===== config.mk =====
export PLATFORM = sky130hd
export DESIGN_NAME = id_ex_stage
export DESIGN_NICKNAME = d
export VERILOG_FILES = /design/src/rtl/riscv_pkg.sv /design/src/rtl/load_use_detect.sv /design/src/rtl/id_ex_stage.sv
export SDC_FILE = /design/constraint.sdc
export NUM_CORES = 1
export LEC_CHECK = 0
export ABC_AREA = 1
export CAP_MARGIN = 20
export CORE_AREA = 2 2 262 264
export CTS_CLUSTER_DIAMETER = 150
export DETAILED_ROUTE_END_ITERATION = 8
export DIE_AREA = 0 0 264 266
export PLACE_DENSITY = 0.5
export SETUP_SLACK_MARGIN = 0.1
export SYNTH_ARGS = -nofsm -noshare
export SYNTH_HDL_FRONTEND = slang
export SYNTH_HIERARCHICAL = 1
export SYNTH_SLANG_ARGS = --single-unit

===== constraint.sdc =====
create_clock -name clk -period 2 [get_ports clk]
set_clock_uncertainty 0.05 [all_clocks]
set_input_delay 0.3 -clock clk [delete_from_list [all_inputs] [get_ports clk]]
set_output_delay 0.3 -clock clk [all_outputs]
set_load 0.005 [all_outputs]

===== src/rtl/riscv_pkg.sv =====
// Shared RISC-V definitions: opcodes, control-bundle bit positions
// and default datapath width used by the pipeline stages.
package riscv_pkg;

    localparam int XLEN_DEF = 64;

    localparam logic [6:0] OP_R      = 7'b0110011;
    localparam logic [6:0] OP_LOAD   = 7'b0000011;
    localparam logic [6:0] OP_STORE  = 7'b0100011;
    localparam logic [6:0] OP_BRANCH = 7'b1100011;

    // ctl = {alusrc, branch, memwrite, memread, memtoreg, regwrite}
    localparam int CTL_W        = 6;
    localparam int CTL_REGWRITE = 0;
    localparam int CTL_MEMTOREG = 1;
    localparam int CTL_MEMREAD  = 2;
    localparam int CTL_MEMWRITE = 3;
    localparam int CTL_BRANCH   = 4;
    localparam int CTL_ALUSRC   = 5;

    function automatic logic reads_rs2(input logic [6:0] op);
        return (op == OP_R) || (op == OP_STORE) || (op == OP_BRANCH);
    endfunction

endpackage


===== src/rtl/load_use_detect.sv =====
// Combinational load-use hazard check between the load sitting in EX
// and the instruction currently presented by ID.
module load_use_detect
    import riscv_pkg::*;
#(
    parameter int RA_W = 5
) (
    input  logic            valid_id,
    input  logic [6:0]      opcode,
    input  logic [RA_W-1:0] rs1,
    input  logic [RA_W-1:0] rs2,
    input  logic            valid_ex,
    input  logic            memread_ex,
    input  logic [RA_W-1:0] wr_ex,
    output logic            hazard
);

    logic uses_rs2;
    logic rs1_hit;
    logic rs2_hit;

    assign uses_rs2 = reads_rs2(opcode);
    assign rs1_hit  = (wr_ex == rs1);
    assign rs2_hit  = uses_rs2 && (wr_ex == rs2);

    // x0 is never a real producer, so a load to x0 cannot stall
    assign hazard = valid_id && valid_ex && memread_ex
                    && (wr_ex != '0) && (rs1_hit || rs2_hit);

endmodule


===== src/rtl/id_ex_stage.sv =====
// ID/EX pipeline register with valid/ready handshake, branch flush,
// single-bubble load-use stall, sticky illegal flag and stall counter.
module id_ex_stage
    import riscv_pkg::*;
#(
    parameter int XLEN   = XLEN_DEF,
    parameter int ILEN   = 32,
    parameter int RA_W   = 5,
    parameter int ALUC_W = 10,
    parameter int CNT_W  = 16
) (
    input  logic              clk,
    input  logic              rst,
    input  logic              valid_in,
    output logic              ready_out,
    input  logic [XLEN-1:0]   pc_in,
    input  logic [XLEN-1:0]   rd1_in,
    input  logic [XLEN-1:0]   rd2_in,
    input  logic [XLEN-1:0]   imm_in,
    input  logic [ILEN-1:0]   instr_in,
    input  logic [RA_W-1:0]   rs1_in,
    input  logic [RA_W-1:0]   rs2_in,
    input  logic [RA_W-1:0]   wr_in,
    input  logic [ALUC_W-1:0] aluc_in,
    input  logic [1:0]        aluop_in,
    input  logic [CTL_W-1:0]  ctl_in,
    input  logic              invop_in,
    input  logic              flush,
    output logic              valid_out,
    input  logic              ready_in,
    output logic [XLEN-1:0]   pc_out,
    output logic [XLEN-1:0]   rd1_out,
    output logic [XLEN-1:0]   rd2_out,
    output logic [XLEN-1:0]   imm_out,
    output logic [ILEN-1:0]   instr_out,
    output logic [RA_W-1:0]   rs1_out,
    output logic [RA_W-1:0]   rs2_out,
    output logic [RA_W-1:0]   wr_out,
    output logic [ALUC_W-1:0] aluc_out,
    output logic [1:0]        aluop_out,
    output logic [CTL_W-1:0]  ctl_out,
    output logic              hazard_stall,
    output logic              illegal_seen,
    output logic [CNT_W-1:0]  stall_cnt
);

    logic advance;
    logic hazard;
    logic kill;

    load_use_detect #(.RA_W(RA_W)) u_hazard (
        .valid_id   (valid_in),
        .opcode     (instr_in[6:0]),
        .rs1        (rs1_in),
        .rs2        (rs2_in),
        .valid_ex   (valid_out),
        .memread_ex (ctl_out[CTL_MEMREAD]),
        .wr_ex      (wr_out),
        .hazard     (hazard)
    );

    assign advance      = ready_in || !valid_out;
    assign hazard_stall = !flush && advance && hazard;
    assign ready_out    = flush || (advance && !hazard);
    assign kill         = flush || hazard_stall;

    always_ff @(posedge clk or negedge rst) begin
        if (!rst) begin
            valid_out    <= 1'b0;
            pc_out       <= '0;
            rd1_out      <= '0;
            rd2_out      <= '0;
            imm_out      <= '0;
            instr_out    <= '0;
            rs1_out      <= '0;
            rs2_out      <= '0;
            wr_out       <= '0;
            aluc_out     <= '0;
            aluop_out    <= '0;
            ctl_out      <= '0;
            illegal_seen <= 1'b0;
            stall_cnt    <= '0;
        end else begin
            if (kill) begin
                valid_out <= 1'b0;
                ctl_out   <= '0;
                aluop_out <= '0;
            end else if (advance) begin
                valid_out <= valid_in;
                pc_out    <= pc_in;
                rd1_out   <= rd1_in;
                rd2_out   <= rd2_in;
                imm_out   <= imm_in;
                instr_out <= instr_in;
                rs1_out   <= rs1_in;
                rs2_out   <= rs2_in;
                wr_out    <= wr_in;
                aluc_out  <= aluc_in;
                // an empty slot must never carry write enables
                aluop_out <= valid_in ? aluop_in : 2'b00;
                ctl_out   <= valid_in ? ctl_in : '0;
            end
            if (valid_in && ready_out && !flush && invop_in)
                illegal_seen <= 1'b1;
            if (hazard_stall && (stall_cnt != '1))
                stall_cnt <= stall_cnt + CNT_W'(1);
        end
    end

endmodule


# --- After elaboration in Yosys (flattened, before gate mapping) ---
# Cells that the tools add are included.
classes:
  n_mux: 8
  eq_ne: 6
  n_reduce_logical: 24
  add_sub_neg: 1
  n_bitwise: 1
op_table:
  columns: ["cell", "count"]
  rows:
  - ["6-bit 2-to-1 mux", 3]
  - ["16-bit by 1-bit adder with 16-bit output (second input constant)", 1]
  - ["16-bit inequality test (second input constant)", 1]
  - ["7-bit by 6-bit equality test with 1-bit output (second input constant)", 2]
  - ["1-bit logical AND", 12]
  - ["5-bit equality test", 2]
  - ["7-bit equality test (second input constant)", 1]
  - ["1-bit logical OR", 6]
  - ["2-bit 2-to-1 mux", 3]
  - ["5-bit nonzero test", 1]
  - ["1-bit zero test", 3]
  - ["1-bit 2-to-1 mux", 2]
  - ["2-bit AND reduction", 1]
  - ["2-bit nonzero test", 1]
  - ["1-bit inverter", 1]
word_totals:
  wordCells: 54
  output_inout_bits: 341
  reg_bits: 339
  input_bits: 327

# --- Depth between registers and ports, before layout ---
depth:
  word_depth: 12
  ltp_mapped: 15
  depth_no_buf: 15

# --- Hierarchy ---
# Netlist, hierarchy kept.
by_module_without_submodules:
  columns: ["module", "cells_each", "area_each_um2", "instances", "seq_area_each_um2"]
  rows:
  - ["id_ex_stage", 1510, 13181.4, 1, 8483.1]
  - ["load_use_detect", 61, 264.0, 1, 0.0]

# --- Least setup slack after synthesis ---
# No wires, ideal clock.
synth_path:
  path_type: "register -> register"
  startpoint: "register wr_out[1]"
  endpoint: "register stall_cnt[8]"
  synth_period_minus_slack_ns: 1.796
  setup_time_ns: 0.074
  stages_incl_launch_ff: 15
  arrival_ns: 1.672
  slack_ns: 0.204
  required_ns: 1.876
  n_path_buf: 1
  path_cell_list: "dfrtp_1 -> inv_2 -> nor2_1 -> nor2_1 -> nand2_1 -> nor2_1 -> nand2_1 -> a21oi_2 -> nand2_1 -> nor2_4 -> inv_2 -> nor2_4 -> buf_6 -> nand2_1 -> o21ai_2"
synth_via:
  elab_chain_cells: 6
  word_cells_on_any_way: 9
  classes_between: "eq/ne: 2; reduce/logical: 7"
synth_rtl:
  columns: ["element", "line", "source"]
  rows:
  - ["from (decl)", "id_ex_stage.sv:38", "output logic [RA_W-1:0] wr_out,"]
  - ["from (signal assigned)", "id_ex_stage.sv:97", "wr_out <= wr_in;"]
  - ["5-bit equality test", "load_use_detect.sv:24", "assign rs2_hit = uses_rs2 && (wr_ex == rs2);"]
  - ["1-bit logical AND", "load_use_detect.sv:24", null]
  - ["1-bit logical OR", "load_use_detect.sv:28", "&& (wr_ex != '0) && (rs1_hit || rs2_hit);"]
  - ["1-bit logical AND (*)", "load_use_detect.sv:28", null]
  - ["via hazard", "id_ex_stage.sv:48", "logic hazard;"]
  - ["1-bit logical AND (*)", "id_ex_stage.sv:63", "assign hazard_stall = !flush && advance && hazard;"]
  - ["via hazard_stall", "id_ex_stage.sv:42", "output logic hazard_stall,"]
  - ["1-bit logical AND (*)", "id_ex_stage.sv:105", "if (hazard_stall && (stall_cnt != '1))"]
  - ["to (signal assigned)", "id_ex_stage.sv:106", "stall_cnt <= stall_cnt + CNT_W'(1);"]
  - ["to (decl)", "id_ex_stage.sv:44", "output logic [CNT_W-1:0] stall_cnt"]
# The timed path passes the listed nets; every way through them passes the cells marked *.
# A chain may end at the register's enable or synchronous reset.

# --- Worst setup path after layout ---
layout_path:
  startpoint: "register wr_out[3]"
  endpoint: "output hazard_stall"
layout_via:
  elab_chain_cells: 5
  word_cells_on_any_way: 8
  classes_between: "eq/ne: 2; reduce/logical: 6"
layout_rtl:
  columns: ["element", "line"]
  rows:
  - ["5-bit equality test", "load_use_detect.sv:24"]
  - ["1-bit logical AND", "load_use_detect.sv:24"]
  - ["1-bit logical OR", "load_use_detect.sv:28"]
  - ["1-bit logical AND (*)", "load_use_detect.sv:28"]
  - ["via hazard", "id_ex_stage.sv:48"]
  - ["1-bit logical AND (*)", "id_ex_stage.sv:63"]
  - ["to (decl)", "id_ex_stage.sv:42"]
# Marks and branches as above.

==> summary.md <==
| Metric | Value |
|---|---|
| Status | finished, violations left |
| Failing checks | setup timing |
| Worst setup SP type | register |
| Total GRT Usage | 0.174 |
| Clk sink count | around 340 |
| First-pass GRT wire length | about 92 mm |
| Area growth, synth to finish | 112% |
| Layout cells sized above 1 | 0.356 |
| CP max FO | 4 |
| Max Freq | around 400 MHz |
| CP Data Required Time | about 1.7 ns |
| Critical path class | register to output pin |
| H-tree depth | 2 |
| Drt drc | 0 |
| Max clock buf depth | 3 |
| Tightest Pin Transition | ~0.44 ns |
| Post-Synthesis Cells | about 1,600 |
| Worst IR drop on VDD | a little under 0.5 mV |
| WL final | 64.3 mm |
| # port buffers | approximately 670 |
| Clk Latency, worst-skew pair | between 0.5 and 0.6 ns |
| Data arrival, critical path | about 2.2 ns |
| Hold Path Class | input pin to asynchronous set/reset pin |
| Synthesized area per cell | between 8 and 9 µm² |
| Drt pass-1 iters | 7 |
| Drt initial violations | about 610 |
| FP Rows | 96 |
| Sequential area share after synthesis | 0.631 |
| Number of global-route vias before repair | ~15,000 |
| Crit end category | output pin |
| Die area | between 70,000 and 80,000 µm² |
| Core Util, Final | 0.421 |
| Routed len/inst | slightly below 20 µm |
| Congestion Overflow GR | 0 |
| Seq cells post-synth | 339 |
| Pwr dens | 758 nW/µm² |
| Synth cell types | 27 |
| RSZ-0062 raised after global routing | yes |
| Vias per inst | 4.15 |
| Core area | approximately 68,000 µm² |
| DRT antenna net count | 0 |
| Total negative slack | -126.86 ns |
| Post-Syn Area | roughly 13,000 µm² |
| Final hold vios | 0 |
| Reg2Reg Capture Point | imm_out[59] |
| Final setup violation count | roughly 340 |
| Root buffer cell | clkbuf_16 |
| Slew Viols, Final | 0 |
| Fin crit share | 1.27 |
| Max-slew headroom | 0.705 |
| FF-to-FF Start | wr_out[3] |
| Tot Pwr | between 20 and 25 mW |
| Flop2flop setup slack | -0.50 ns |
| # placed instances | roughly 3,100 |
| Post-DP HPWL | around 40 mm |
| Die Y | 266 µm |
| Largest net degree at the start of global routing | 62 |
| CTS tree | built |
| Initial antenna violation count | 5 |
| Finished Layout Cells | 3,329 |
| MaxCap Viol Count | 0 |
| Setup ws final | -0.540 ns |
| Die Span X | between 200 and 300 µm |
| Vias | about 14,000 |
| # IOs | between 600 and 700 |
| R2R cell count | 20 |
| Min Clock Period, post-route | roughly 2.5 ns |
| Reg clk slew, reported paths | about 0.06 ns |
| Num CTS Buffers | 41 |
| Initial core utilization | 0.198 |
| Synthesized Nets | 1,899 |
| Layout net count | roughly 2,700 |
| # fillers | around 6,400 |
| Placer Congestion | 0.831 |
| Leakage power figure | 13.8 nW |
| Synth warnings | 6 |
[synthesized netlist by cell type]
master	count	share of area
dfrtp_1	339	0.63
clkbuf_1	5	0.0014
ha_1	1	0.00093
xnor2_1	2	0.0013
a21o_1	1	0.00056
buf_4	5	0.0028
o22ai_1	1	0.00047
nand4_1	7	0.0033
nor2_8	1	0.0015
buf_2	58	0.022
nand3_4	1	0.0013
nand2_4	2	0.0017
buf_6	1	0.00084
o21ai_2	5	0.0033
nand3_2	1	0.00074
nor2_2	7	0.0033
inv_1	37	0.010
xor2_1	1	0.00065
nand2_2	2	0.00093
nor2_4	3	0.0025
nand3_1	14	0.0052
a21oi_2	1	0.00065
a22o_1	8	0.0052
nand2_1	1031	0.29
o21ai_0	6	0.0022
inv_2	9	0.0025
nor2_1	22	0.0061
[worst max-delay path: stages (launching register included)]
cell and delay [ns]:
dfrtp_1 0.43, buf_6 0.14, nand2_2 0.05, nand2_1 0.04
inv_1 0.06, nand2_2 0.05, nor2_2 0.12, nand2_2 0.07
a21oi_2 0.15, nand2_1 0.11, nor2_4 0.26, buf_6 0.14
[through the flow]
stage	setup WS, ns	area [µm²]	hold slack (ns)
floorplan	0.204	13400	-0.0456
global placement	-0.678	21700	0.205
detailed placement	-0.707	21700	0.211
CTS	-0.557	26600	0.167
global route	-0.640	28500	0.213
finish	-0.540	28500	0.215
[area by class of cell]
type,count,area (µm²),area share
multi-input combinational,1117,6950,0.244
sequential,339,8480,0.298
tap,882,1100,0.0387
timing repair buffer,871,10500,0.367
inverter,46,189,0.00663
clock buffer,58,1140,0.0400
antenna,3,7.51,0.000263
clock inverter,13,173,0.00606
[worst max path at each step]
stage / startpoint / to / slack (ns) / cells past startpoint
2_1_floorplan: wr_out[1] / stall_cnt[8] / 0.20 / 14
3_3_place_gp: rs2_in[4] / ready_out / -0.68 / 11
6_report: wr_out[3] / hazard_stall / -0.54 / 11
5_1_grt: wr_out[3] / hazard_stall / -0.64 / 11
4_1_cts: wr_out[3] / hazard_stall / -0.56 / 11
3_5_place_dp: rs1_in[4] / hazard_stall / -0.71 / 10
[per-layer routing]
metal / GRT usage / routed length [µm] / vias to the layer above
met5: 0 / 0 / -
met4: 0.0646 / 2490 / 0
met3: 0.0500 / 4330 / 121
met2: 0.308 / 33100 / 481
met1: 0.198 / 24400 / 6736
li1: - / - / 6483
[report_power, final]
part	leakage (nW)	total (mW)	internal [mW]	switching, mW
Combinational	8.96	5.89	3.45	2.44
Clock	0.648	7.58	4.47	3.10
Sequential	4.15	8.14	7.63	0.513
[kinds of logic after synthesis]
family / after synthesis / synth area share
AO/OA/AOI/OAI: 22 / 0.0124
XOR/XNOR: 3 / 0.00195
adder cells (fa/ha/maj): 1 / 0.000930
buffers and inverters: 115 / 0.0395
flip-flops: 339 / 0.631
AND/OR/NAND/NOR: 1091 / 0.314
[cell usage in the layout (no fill, tap or decap), types with 3 or more instances in the layout]
master           instances
nand3_2                  3
clkdlybuf4s50_1        664
clkbuf_1                12
nor2_1                  18
clkbuf_16               53
clkinv_2                 7
buf_4                   44
dfrtp_1                338
bufinv_16                4
inv_1                   37
nand2_1                466
inv_2                    8
nor2_2                   8
o21ai_0                  4
o21ai_2                  5
buf_12                  52
diode_2                  3
a22o_1                   8
nand3_1                 12
clkbuf_8                 5
nand4_1                  7
buf_6                   18
nor2_4                   6
nand2_8                  5
buf_16                  59
nand2_4                196
nand2_2                368
buf_8                   21
[flip-flops by register name, indices dropped and copies added (netlist names)]
name and count:
stall_cnt 16, rd1_out 64, wr_out 5, pc_out 64
rs1_out 5, rd2_out 64, rs2_out 5, imm_out 64
valid_out 1, ctl_out 6, aluop_out 2, aluc_out 10
instr_out 32, illegal_seen 1
[repair_timing]
| item | CTS | global route |
|---|---|---|
| setup endpoints to repair | 370 | 379 |
| resized for setup | 418 | 583 |
| buffers inserted | 56 | 12 |
| cloned | 63 | 13 |
| hold buffers | 1 | 0 |
| hold endpoints to repair | 240 | 0 |
| pin swaps | 60 | 116 |
(Power assumes the default switching activity.)
==> RTL change: new RTL, same settings <==
Reset style: synchronous (`rst`), changed in one clocked block.
--- a/src/rtl/id_ex_stage.sv
+++ b/src/rtl/id_ex_stage.sv
@@ -65,5 +65,5 @@
     assign kill         = flush || hazard_stall;
 
-    always_ff @(posedge clk or negedge rst) begin
+    always_ff @(posedge clk) begin
         if (!rst) begin
             valid_out    <= 1'b0;
Formal check against the unedited RTL: not equivalent (Yosys sat finds a counterexample within 4 cycles, from zero or initial values and one cycle with rst low; the reset may be asserted at any time).
==> RTL change against the unedited design <==
  * The run still ends with negative setup slack left
  * Worst hold slack better by 0.040 ns
  * Count of clock-buffer cells in the layout increased by 2
  * Routed wire length about the same
  * Sequential power down 9.2%
  * Largest power group is now clock
  * Final cell count is 0.24% higher
  * Register-to-register slack gained 0.29 ns
  * Synthesized area shrank 8.6%
  * Global-route usage is 2.3 points lower
  * Worst setup slack improved by 0.33 ns
  * Total power decreased by 11%
  * Non-clock buffer count grew 2
  * Sequential cell count is the same
  * Final area down 3.0%
==> RTL change: results (changes against the unedited design) <==
stage	metric	value	unit	change
synth	synth_xor_area_share	0.07126	%	-0.12 points
global_routing	track_usage	15.10	%	-2.3 points
worst_setup_path	reg2reg_depth	16		-20%
synth	synth-adder-area-share	0.1018	%	+0.0087 points
worst_setup_path	startpoint	wr_out[1]$_SDFFE_PN0P_		
synth	seq_area_frac_synth	55.22	%	-7.9 points
synth	synth_common_cells	nand2_1, dfxtp_1, a21oi_1, nor2_1, buf_2		
synth	async_reset_ff_share	0	%	-100 points
drt	first_iter_violations	562		-8.0%
global_routing	antenna_found_initial	2		-3
place	gp_congestion	0.8093		-2.6%
drt	drtPass1Iterations	4		-3
worst_setup_path	worstPathArrival	1.86	ns	-0.33 ns
synth	synth.avg_cell_area	7.610	µm²	-11%
outcome	outcome	finished with violations		
timing	worstMarginPinSlew	0.4364	ns	-0.006293 ns
timing	setup_violations	330		-3.8%
global_routing	grt_pass1_wl	81970	µm	-11%
synth	synth_cell_types	25		-7.4%
cells_and_area	drive_above_1_share	37.97	%	+2.3 points
global_routing	grt_pass1_vias	13480		-7.2%
outcome	violations	negative setup slack		
drt	drt_wl_total	64300	µm	about the same
drt	routedWlPerCell	19.27	µm	-0.28%
global_routing	grt_max_degree	39		-37%
place	hpwl	38200	µm	-4.2%
hold_path	hold_start	instr_in[23]		
synth	yosys-top-cells-area	dfxtp_1, nand2_1, a21oi_1		
worst_setup_path	r2r_end	rs2_out[1]$_SDFFE_PN0P_		
timing	layout_setup_ws	-0.2139	ns	+0.3258 ns
synth	synth_flop_cell	dfxtp_1		
power_and_ir_drop	peakVddDrop	0.0005849	V	+19%
worst_setup_path	cp_slowest_cell	dfxtp_4		
place	dp.cells	3146		+0.45%
power_and_ir_drop	leakage	11.00	nW	-20%
hold_path	worst_hold_path_type	input pin to flip-flop		
## RTL change: cell types whose count changed in the layout (fill, tap and decap cells not counted), sizes merged, moves of 7 or more
| cell | before | now |
|---|---|---|
| dfxtp | 0 | 339 |
| inv | 48 | 31 |
| nand3 | 16 | 26 |
| a22o | 8 | 0 |
| clkbuf | 70 | 100 |
| buf | 194 | 168 |
| dfrtp | 339 | 0 |
| nor2 | 33 | 55 |
| nand2 | 1035 | 712 |
| a21oi | 1 | 332 |
| o21ai | 11 | 4 |
## RTL change: through the flow
step	cell area (µm²)	worst slack, ns	TNS, ns	hold slack [ns]	util [%]
after CTS	22910	-0.2807	-20.12	0.2018	33.82
after detailed placement	20470	-0.6498	-183.23	0.4025	30.22
after global routing	27650	-0.3980	-93.70	0.2302	40.81
final	27650	-0.2139	-43.57	0.2551	40.82
after floorplan	12290	0.1316	0	0.3929	-
after global placement	20470	-0.6813	-184.37	0.4004	30.22
## RTL change: layout make-up
class,instances,area [µm²]
fill,6515,40090
timing repair buffer,873,10270
multi-input combinational,1140,7928
sequential,339,6800
clock buffer,60,1240
tap,882,1104
inverter,29,147.6
clock inverter,9,102.6
timing repair inverter,2,46.29
antenna,3,7.507
## RTL change: layer usage
layer	vias up	routed length, µm	global-route usage, %
li1	6842	-	-
met1	6926	26160	17.33
met2	508	31810	26.29
met3	106	4467	5.055
met4	0	1870	4.991
met5	-	0	0
## RTL change: what timing repair did
| item | in CTS | in global routing |
|---|---|---|
| endpoints found under the setup margin | 362 | 363 |
| gates resized for setup | 79 | 954 |
| buffers inserted | 23 | 29 |
| cloned | 22 | 49 |
| pin swaps | 6 | 150 |
## RTL change: power breakdown
group	internal, mW	switching (mW)
combinational	2.41	1.78
sequential	7.13	0.264
clock	4.53	3.04
total	14.1	5.08
